`src/rtl/lix_shr1_sink_pkg.sv`:
```
// Shared constants and helpers for the lix_shr1 drain block.
// Latency: n/a (compile-time only).
// Backpressure: n/a.
// Contents: default data width/depth, and a clog2 helper that never returns 0
// so derived pointer/counter widths are always at least one bit.
`timescale 1ns/100ps
`default_nettype none

package lix_shr1_sink_pkg;

  localparam int LIX_W_DEF = 32;
  localparam int LIX_D_DEF = 4;

  function automatic int lix_clog2(input int v);
    return (v <= 2) ? 1 : $clog2(v);
  endfunction

endpackage

`default_nettype wire

```
`src/rtl/lix_shr1_sink_fifo_mem.sv`:
```
// Storage array for the drain FIFO: one synchronous write port, one async read port.
// Latency: write visible on the read port the cycle after the write edge; read is combinational.
// Backpressure: none here; the controller decides when we is asserted.
// Ports: clk_i; we/waddr/wdata write port; raddr/rdata read port. Storage is not reset.
`timescale 1ns/100ps
`default_nettype none

module lix_fifo_mem
  import lix_shr1_sink_pkg::*;
#(
  parameter  int W  = LIX_W_DEF,
  parameter  int D  = LIX_D_DEF,
  localparam int AW = lix_clog2(D)
) (
  input  logic          clk_i,
  input  logic          we,
  input  logic [AW-1:0] waddr,
  input  logic [W-1:0]  wdata,
  input  logic [AW-1:0] raddr,
  output logic [W-1:0]  rdata
);

  logic [W-1:0] mem_q [D];

  always_ff @(posedge clk_i) begin
    if (we) begin
      mem_q[waddr] <= wdata;
    end
  end

  assign rdata = mem_q[raddr];

endmodule

`default_nettype wire

```
`src/rtl/lix_shr1_sink.sv`:
```
// Drain end of an enable-stalled pipeline: captures i_vld/i_x into a D-entry FIFO, drives o_vld/o_z downstream.
// Latency: one cycle from write edge to o_vld/o_z; no fall-through bypass.
// Backpressure: o_en (upstream global enable) drops while the FIFO is full; decoded from registered count only.
// Ports: clk_i/rst_ni; i_vld/i_x from the pipeline; o_en back to it; o_vld/i_rdy/o_z downstream;
//        o_cnt occupancy 0..D; o_err sticky overflow/underflow flag.
`timescale 1ns/100ps
`default_nettype none

module lix_shr1_sink
  import lix_shr1_sink_pkg::*;
#(
  parameter  int W  = LIX_W_DEF,
  parameter  int D  = LIX_D_DEF,
  localparam int AW = lix_clog2(D),
  localparam int CW = lix_clog2(D + 1)
) (
  input  logic          clk_i,
  input  logic          rst_ni,
  input  logic          i_vld,
  input  logic [W-1:0]  i_x,
  output logic          o_en,
  output logic          o_vld,
  input  logic          i_rdy,
  output logic [W-1:0]  o_z,
  output logic [CW-1:0] o_cnt,
  output logic          o_err
);

  localparam logic [CW-1:0] CNT_FULL = CW'(D);
  localparam logic [AW-1:0] PTR_LAST = AW'(D - 1);

  logic [CW-1:0] count_q, count_d;
  logic [AW-1:0] wr_ptr_q, wr_ptr_d;
  logic [AW-1:0] rd_ptr_q, rd_ptr_d;
  logic          err_q, err_d;

  logic          full, empty;
  logic          wr_req, rd_req, ovf, udf, wr, rd;
  logic [W-1:0]  rd_data;

  // Explicit wrap so non-power-of-2 depths work.
  function automatic logic [AW-1:0] ptr_inc(input logic [AW-1:0] p);
    return (p == PTR_LAST) ? '0 : p + AW'(1);
  endfunction

  always_comb begin
    full   = (count_q == CNT_FULL);
    empty  = (count_q == '0);
    // Upstream only advances when o_en is high, so gating by o_en consumes each item exactly once.
    wr_req = i_vld & ~full;
    rd_req = ~empty & i_rdy;
    // Unreachable by construction; kept as a guard that flags and drops the offending access.
    ovf    = wr_req & full;
    udf    = rd_req & empty;
    wr     = wr_req & ~ovf;
    rd     = rd_req & ~udf;

    count_d  = count_q + CW'(wr) - CW'(rd);
    wr_ptr_d = wr ? ptr_inc(wr_ptr_q) : wr_ptr_q;
    rd_ptr_d = rd ? ptr_inc(rd_ptr_q) : rd_ptr_q;
    err_d    = err_q | ovf | udf;
  end

  always_ff @(posedge clk_i or negedge rst_ni) begin
    if (!rst_ni) begin
      count_q  <= '0;
      wr_ptr_q <= '0;
      rd_ptr_q <= '0;
      err_q    <= 1'b0;
    end else begin
      count_q  <= count_d;
      wr_ptr_q <= wr_ptr_d;
      rd_ptr_q <= rd_ptr_d;
      err_q    <= err_d;
    end
  end

  lix_fifo_mem #(
    .W (W),
    .D (D)
  ) u_mem (
    .clk_i (clk_i),
    .we    (wr),
    .waddr (wr_ptr_q),
    .wdata (i_x),
    .raddr (rd_ptr_q),
    .rdata (rd_data)
  );

  assign o_en  = ~full;
  assign o_vld = ~empty;
  // Mask the unreset storage so o_z is defined zero while empty.
  assign o_z   = empty ? '0 : rd_data;
  assign o_cnt = count_q;
  assign o_err = err_q;

endmodule

`default_nettype wire

```
`config.mk`:
```
export PLATFORM = sky130hd
export DESIGN_NAME = lix_shr1_sink
export DESIGN_NICKNAME = d
export VERILOG_FILES = /design/src/rtl/lix_shr1_sink_pkg.sv /design/src/rtl/lix_shr1_sink_fifo_mem.sv /design/src/rtl/lix_shr1_sink.sv
export SDC_FILE = /design/constraint.sdc
export NUM_CORES = 1
export LEC_CHECK = 0
export ABC_AREA = 0
export CORE_AREA = 2 2 130 132
export DETAILED_ROUTE_END_ITERATION = 8
export DIE_AREA = 0 0 132 134
export SKIP_CTS_REPAIR_TIMING = 1
export SYNTH_ARGS = -nofsm -noshare
export SYNTH_HDL_FRONTEND = slang
export SYNTH_SLANG_ARGS = --single-unit
```
`constraint.sdc`:
```
create_clock -name clk_i -period 4.2 [get_ports clk_i]
set_input_delay 0.84 -clock clk_i [delete_from_list [all_inputs] [get_ports clk_i]]
set_output_delay 0.84 -clock clk_i [all_outputs]
set_load 0.05 [all_outputs]
```
==> impl_metrics.ini, run 1 <==
[flow_run]
max_cap_violations = 0

[layout]
stdcell_area_sq_um = 6870
mostFrequentLayoutCell = edfxtp_1
finalNonFillerCells = 556
drive_above_1_share_pct = 23.2
area_growth_pct = 29.2
nNetsFinal = 367
final_cell_mix = edfxtp_1, clkdlybuf4s50_1, mux4_2, and2_1, clkbuf_16
fillers = 1460
n_antenna_cell = 0
multi_input_area_sq_um = 1180
regArea_sq_um = 4050

[synth]
ys_seq_area_share_pct = 76.0
syn_inst = 242
avgSynthCellArea_sq_um = 22.0
ys_top_cells_by_area = edfxtp_1, mux4_2, and2_1
synth_nets = 286
syn_area_sq_um = 5320
yosysTopAreaCell = edfxtp_1
ys_ff_latch = 136
yosysWarnings = 0
synthDominantCellAreaShare_pct = 72.2
synthDistinctLibCells = 19

[timing]
rsz0062_at_grt = no
finalSetupViolations = 0
worst_pin_slew_ns = 0.913
fin_crit_sh_pct = 84.9
relSlewSlack_pct = 39.1
drv_slew = 0
hold_viol_final = 0
fmax_mhz = 280
whs_ns = 0.375
fin_setup_tns_ns = 0
finalClockSkew_ns = 0.0120
period_needed_ns = 3.57

[die]
fp.coreArea_sq_um = 16300
rows = 47
initial_core_util_pct = 32.7
die_y_microns = 134
io_pins = 74
fp.dieW_microns = 132
die_area_sq_um = 17700

[route]
wire_per_inst_microns = 17.5
drt_first_pass_iters = 4
drtIter0Drc = 101
post-route-drc-count = 0
vias_per_cell = 4.47
ant_nets = 0
vias = 2485
drt_wl_total_microns = 9740

[cts]
clk_pin_slew_ns = 0.06
cts_inserted_buffers = 17
h-tree-depth = 4
cts_tree = done
cts_buffer_depth = 2
cts.root.buffer_cell = clkbuf_16
clock_sinks = 136
insertion_delay_ns = 0.41

[global_route]
grt.overflow.total = 0
grt_usage_pct = 11.7
antenna_found_initial = 0
grt_pass1_vias = 2847
grt_pass1_wl_microns = 15200
grt_max_degree = 35

[place]
dpl.hpwl_microns = 5590
io_buffer_count = 73
dpl_cell_area_sq_um = 6270
place_congestion = 0.659
dp.cells = 524

[pwr]
leakage_nw = 2.29
peakVddDrop_mv = 0.598
fin_total_pwr_mw = 5.97
powerDensity_nw_per_um2 = 869

[worst_setup_path]
crit_path_start_kind = flop
endpoint_kind = output pin
worst-path-max-fanout = 24
crit_required_ns = 3.36
critical_path_arrival_ns = 2.73
crit_type = flop to output pin

[outcome]
status = finished, final reports clean

[min_path]
hp-class = flop to flop
[final cells by class]
cell class	count	share of cell area (%)
tap	220	4.01
clock buffer	17	6.19
clock inverter	15	2.57
inverter	6	0.328
sequential	136	58.9
multi-input combinational	88	17.1
timing repair buffer	74	10.9
[sequential cells by signal (all words and copies together), names as in the netlist]
name,count
wr_ptr_q,2
o_err,1
o_cnt,3
rd_ptr_q,2
u_mem.mem_q,128
[synthesized netlist by cell type]
cell	n
mux4_2	32
or3_4	1
dfrtp_1	8
or3b_4	1
buf_6	4
and2_1	32
mux2_2	2
xor2_1	1
nor2_1	2
mux2_4	2
ha_1	7
and2_4	2
clkbuf_1	5
inv_1	6
xnor2_1	1
and3_2	4
fa_1	1
buf_2	3
edfxtp_1	128
[worst max-delay path: stages (launching register included)]
cell	delay, ns
dfrtp_2	0.60
buf_12	0.29
mux4_2	0.54
and2_1	0.18
clkdlybuf4s50_1	0.70
[stage by stage]
| stage | util, % | worst slack, ns |
|---|---|---|
| floorplan | - | 1.35 |
| global placement | 38.5 | 1.02 |
| detailed placement | 38.5 | 1.01 |
| CTS | 42.2 | 0.571 |
| global route | 42.2 | 0.478 |
| finish | 42.2 | 0.632 |
[logic make-up after synthesis]
| group | after synthesis | share of synthesized area, % |
|---|---|---|
| xor gates and xnor gates | 2 | 0.329 |
| buffers and inverters | 18 | 1.90 |
| and+or+nand+nor | 42 | 5.22 |
| DFF | 136 | 76.0 |
| adders and majority gates | 8 | 2.02 |
| muxes | 36 | 14.5 |
[power by group]
| group | leakage [nW] | switching, mW | internal [mW] | total (mW) |
|---|---|---|---|---|
| logic | 0.731 | 1.50 | 1.00 | 2.51 |
| clock network | 0.291 | 0.553 | 0.934 | 1.49 |
| registers | 1.27 | 0.176 | 1.80 | 1.98 |
| total | 2.29 | 2.23 | 3.74 | 5.97 |
[final timing paths]
path                                    startpoint                      end  slack, ns  cells past startpoint
setup / recovery           rd_ptr_q[0]$_DFFE_PN0P_                   o_z[0]       0.63                      4
hold / removal                     o_err$_DFF_PN0_          o_err$_DFF_PN0_       0.37                      0
setup reg to reg                o_cnt[1]$_DFF_PN0_       o_cnt[2]$_DFF_PN0_       1.66                      8
hold reg to reg                    o_err$_DFF_PN0_          o_err$_DFF_PN0_       0.37                      0
max in group asynchronous                   rst_ni  rd_ptr_q[1]$_DFFE_PN0P_       3.11                      1
min in group asynchronous                   rst_ni       o_cnt[0]$_DFF_PN0_       0.75                      1
[per-layer routing]
metal  global-route usage, %  vias to the layer above  routed length (microns)
met5                       0                        -                        0
met1                    14.0                     1296                     4290
met3                    3.51                        5                      377
met4                    4.89                        0                       65
li1                        -                     1127                        -
met2                    19.9                       57                     5010
Note: power is estimated with default switching activity, not from simulation.
==> inputs of run 2 (changes only) <==
clock period = 3.25 ns   (was 4.2 ns; I/O delays follow)
==> impl_metrics.ini, run 2 (synthesis gave the netlist of run 1 again) <==
[min_path]
hp-class = flop to flop

[layout]
area_growth_pct = 30.2
top_register = u_mem.mem_q
nNetsFinal = 375
fillers = 1446
largest_reg_flops = 128
multi_input_area_sq_um = 1180
final_cell_mix = edfxtp_1, clkdlybuf4s50_1, mux4_2, and2_1, buf_4
drive_above_1_share_pct = 30.2
n_antenna_cell = 0
mostFrequentLayoutCell = edfxtp_1
regArea_sq_um = 4050
finalNonFillerCells = 564

[route]
drtIter0Drc = 184
post-route-drc-count = 0
wire_per_inst_microns = 17.6
vias_per_cell = 4.52
drt_wl_total_microns = 9930
ant_nets = 0
drt_first_pass_iters = 4
vias = 2551

[timing]
fmax_mhz = 323
finalClockSkew_ns = 0.00676
relSlewSlack_pct = 58.8
period_needed_ns = 3.09
hold_viol_final = 0
finalSetupViolations = 0
rsz0062_at_grt = no
fin_crit_sh_pct = 95.2
worst_pin_slew_ns = 0.618
drv_slew = 0
whs_ns = 0.384
fin_setup_tns_ns = 0

[die]
die_area_sq_um = 17700
io_pins = 74
fp.dieW_microns = 132
fp.coreArea_sq_um = 16300
die_y_microns = 134
rows = 47
initial_core_util_pct = 32.7

[worst_setup_path]
path_cells = buf_12 -> mux4_2 -> and2_1 -> clkdlybuf4s50_1
rr_startpoint = o_cnt[1]$_DFF_PN0_
reg2reg_depth = 8
slowest_stage = clkdlybuf4s50_1
max_stage_delay_ns = 0.69
crit_required_ns = 2.60
crit_buf_inv = 2
reg2reg_slack_ns = 0.69
crit_path_start_kind = flop
endpoint_kind = output pin
cp.depth = 4
cp-endpoint = o_z[11]
worst-path-max-fanout = 28
worstReg2RegEnd = o_cnt[2]$_DFF_PN0_
critical_path_arrival_ns = 2.44
cp-startpoint = rd_ptr_q[0]$_DFFE_PN0P_
crit_type = flop to output pin
critPathTopFamily = buffers and inverters

[place]
place_congestion = 0.690
dpl.hpwl_microns = 6100
io_buffer_count = 73
dp.cells = 532

[cts]
insertion_delay_ns = 0.40
h-tree-depth = 4
clk_pin_slew_ns = 0.06
clock_sinks = 136
cts_inserted_buffers = 17
cts_buffer_depth = 2
cts_tree = done
cts.root.buffer_cell = clkbuf_16

[global_route]
grt_max_degree = 35
grt_usage_pct = 12.0
grt.overflow.total = 0
antenna_found_initial = 0
grt_pass1_wl_microns = 15600
grt_pass1_vias = 2843

[flow_run]
max_cap_violations = 0

[outcome]
status = finished, final reports clean
==> run 2: changes by cell type in the layout (fill, tap and decap cells not counted), sizes merged <==
cell           delta
buf              +26
clkdlybuf4s50    -18
inv               +4
clkinv            -4
==> run 2: layout make-up <==
cell class	instances	area share, %
Multi-Input combinational cell	88	17.0
Clock inverter	15	2.75
Tap cell	220	3.97
Clock buffer	17	6.14
Timing Repair Buffer	82	11.4
Inverter	6	0.325
Sequential cell	136	58.4
==> run 2: worst min path at each step <==
stage                         start            endpoint  slack [ns]  cells after the start
global placement    o_err$_DFF_PN0_     o_err$_DFF_PN0_        0.38                      0
finish              o_err$_DFF_PN0_     o_err$_DFF_PN0_        0.38                      0
detailed placement  o_err$_DFF_PN0_     o_err$_DFF_PN0_        0.38                      0
global route        o_err$_DFF_PN0_     o_err$_DFF_PN0_        0.40                      0
CTS                 o_err$_DFF_PN0_     o_err$_DFF_PN0_        0.39                      0
floorplan                    rst_ni  o_cnt[0]$_DFF_PN0_        0.35                      0
==> run 2: per-layer routing <==
metal | routed length (microns) | part of all wire (%) | track usage (%)
met1 | 4330 | 44 | 15.1
met2 | 5060 | 51 | 19.8
met3 | 455 | 4.6 | 3.82
met4 | 88 | 0.89 | 3.93
met5 | 0 | 0 | 0
==> run 2: stage by stage <==
stage / worst slack (ns) / instance area [sq um] / utilization (%)
after floorplan: 0.591 / 5320 / -
after global placement: 0.549 / 6310 / 38.7
after detailed placement: 0.532 / 6310 / 38.7
after CTS: 0.107 / 6930 / 42.5
after global routing: 0.0594 / 6930 / 42.5
final: 0.157 / 6930 / 42.5
Power of run 2 is not shown: default switching activity piles up to over one toggle a cycle in this logic, so the estimate is an artifact.
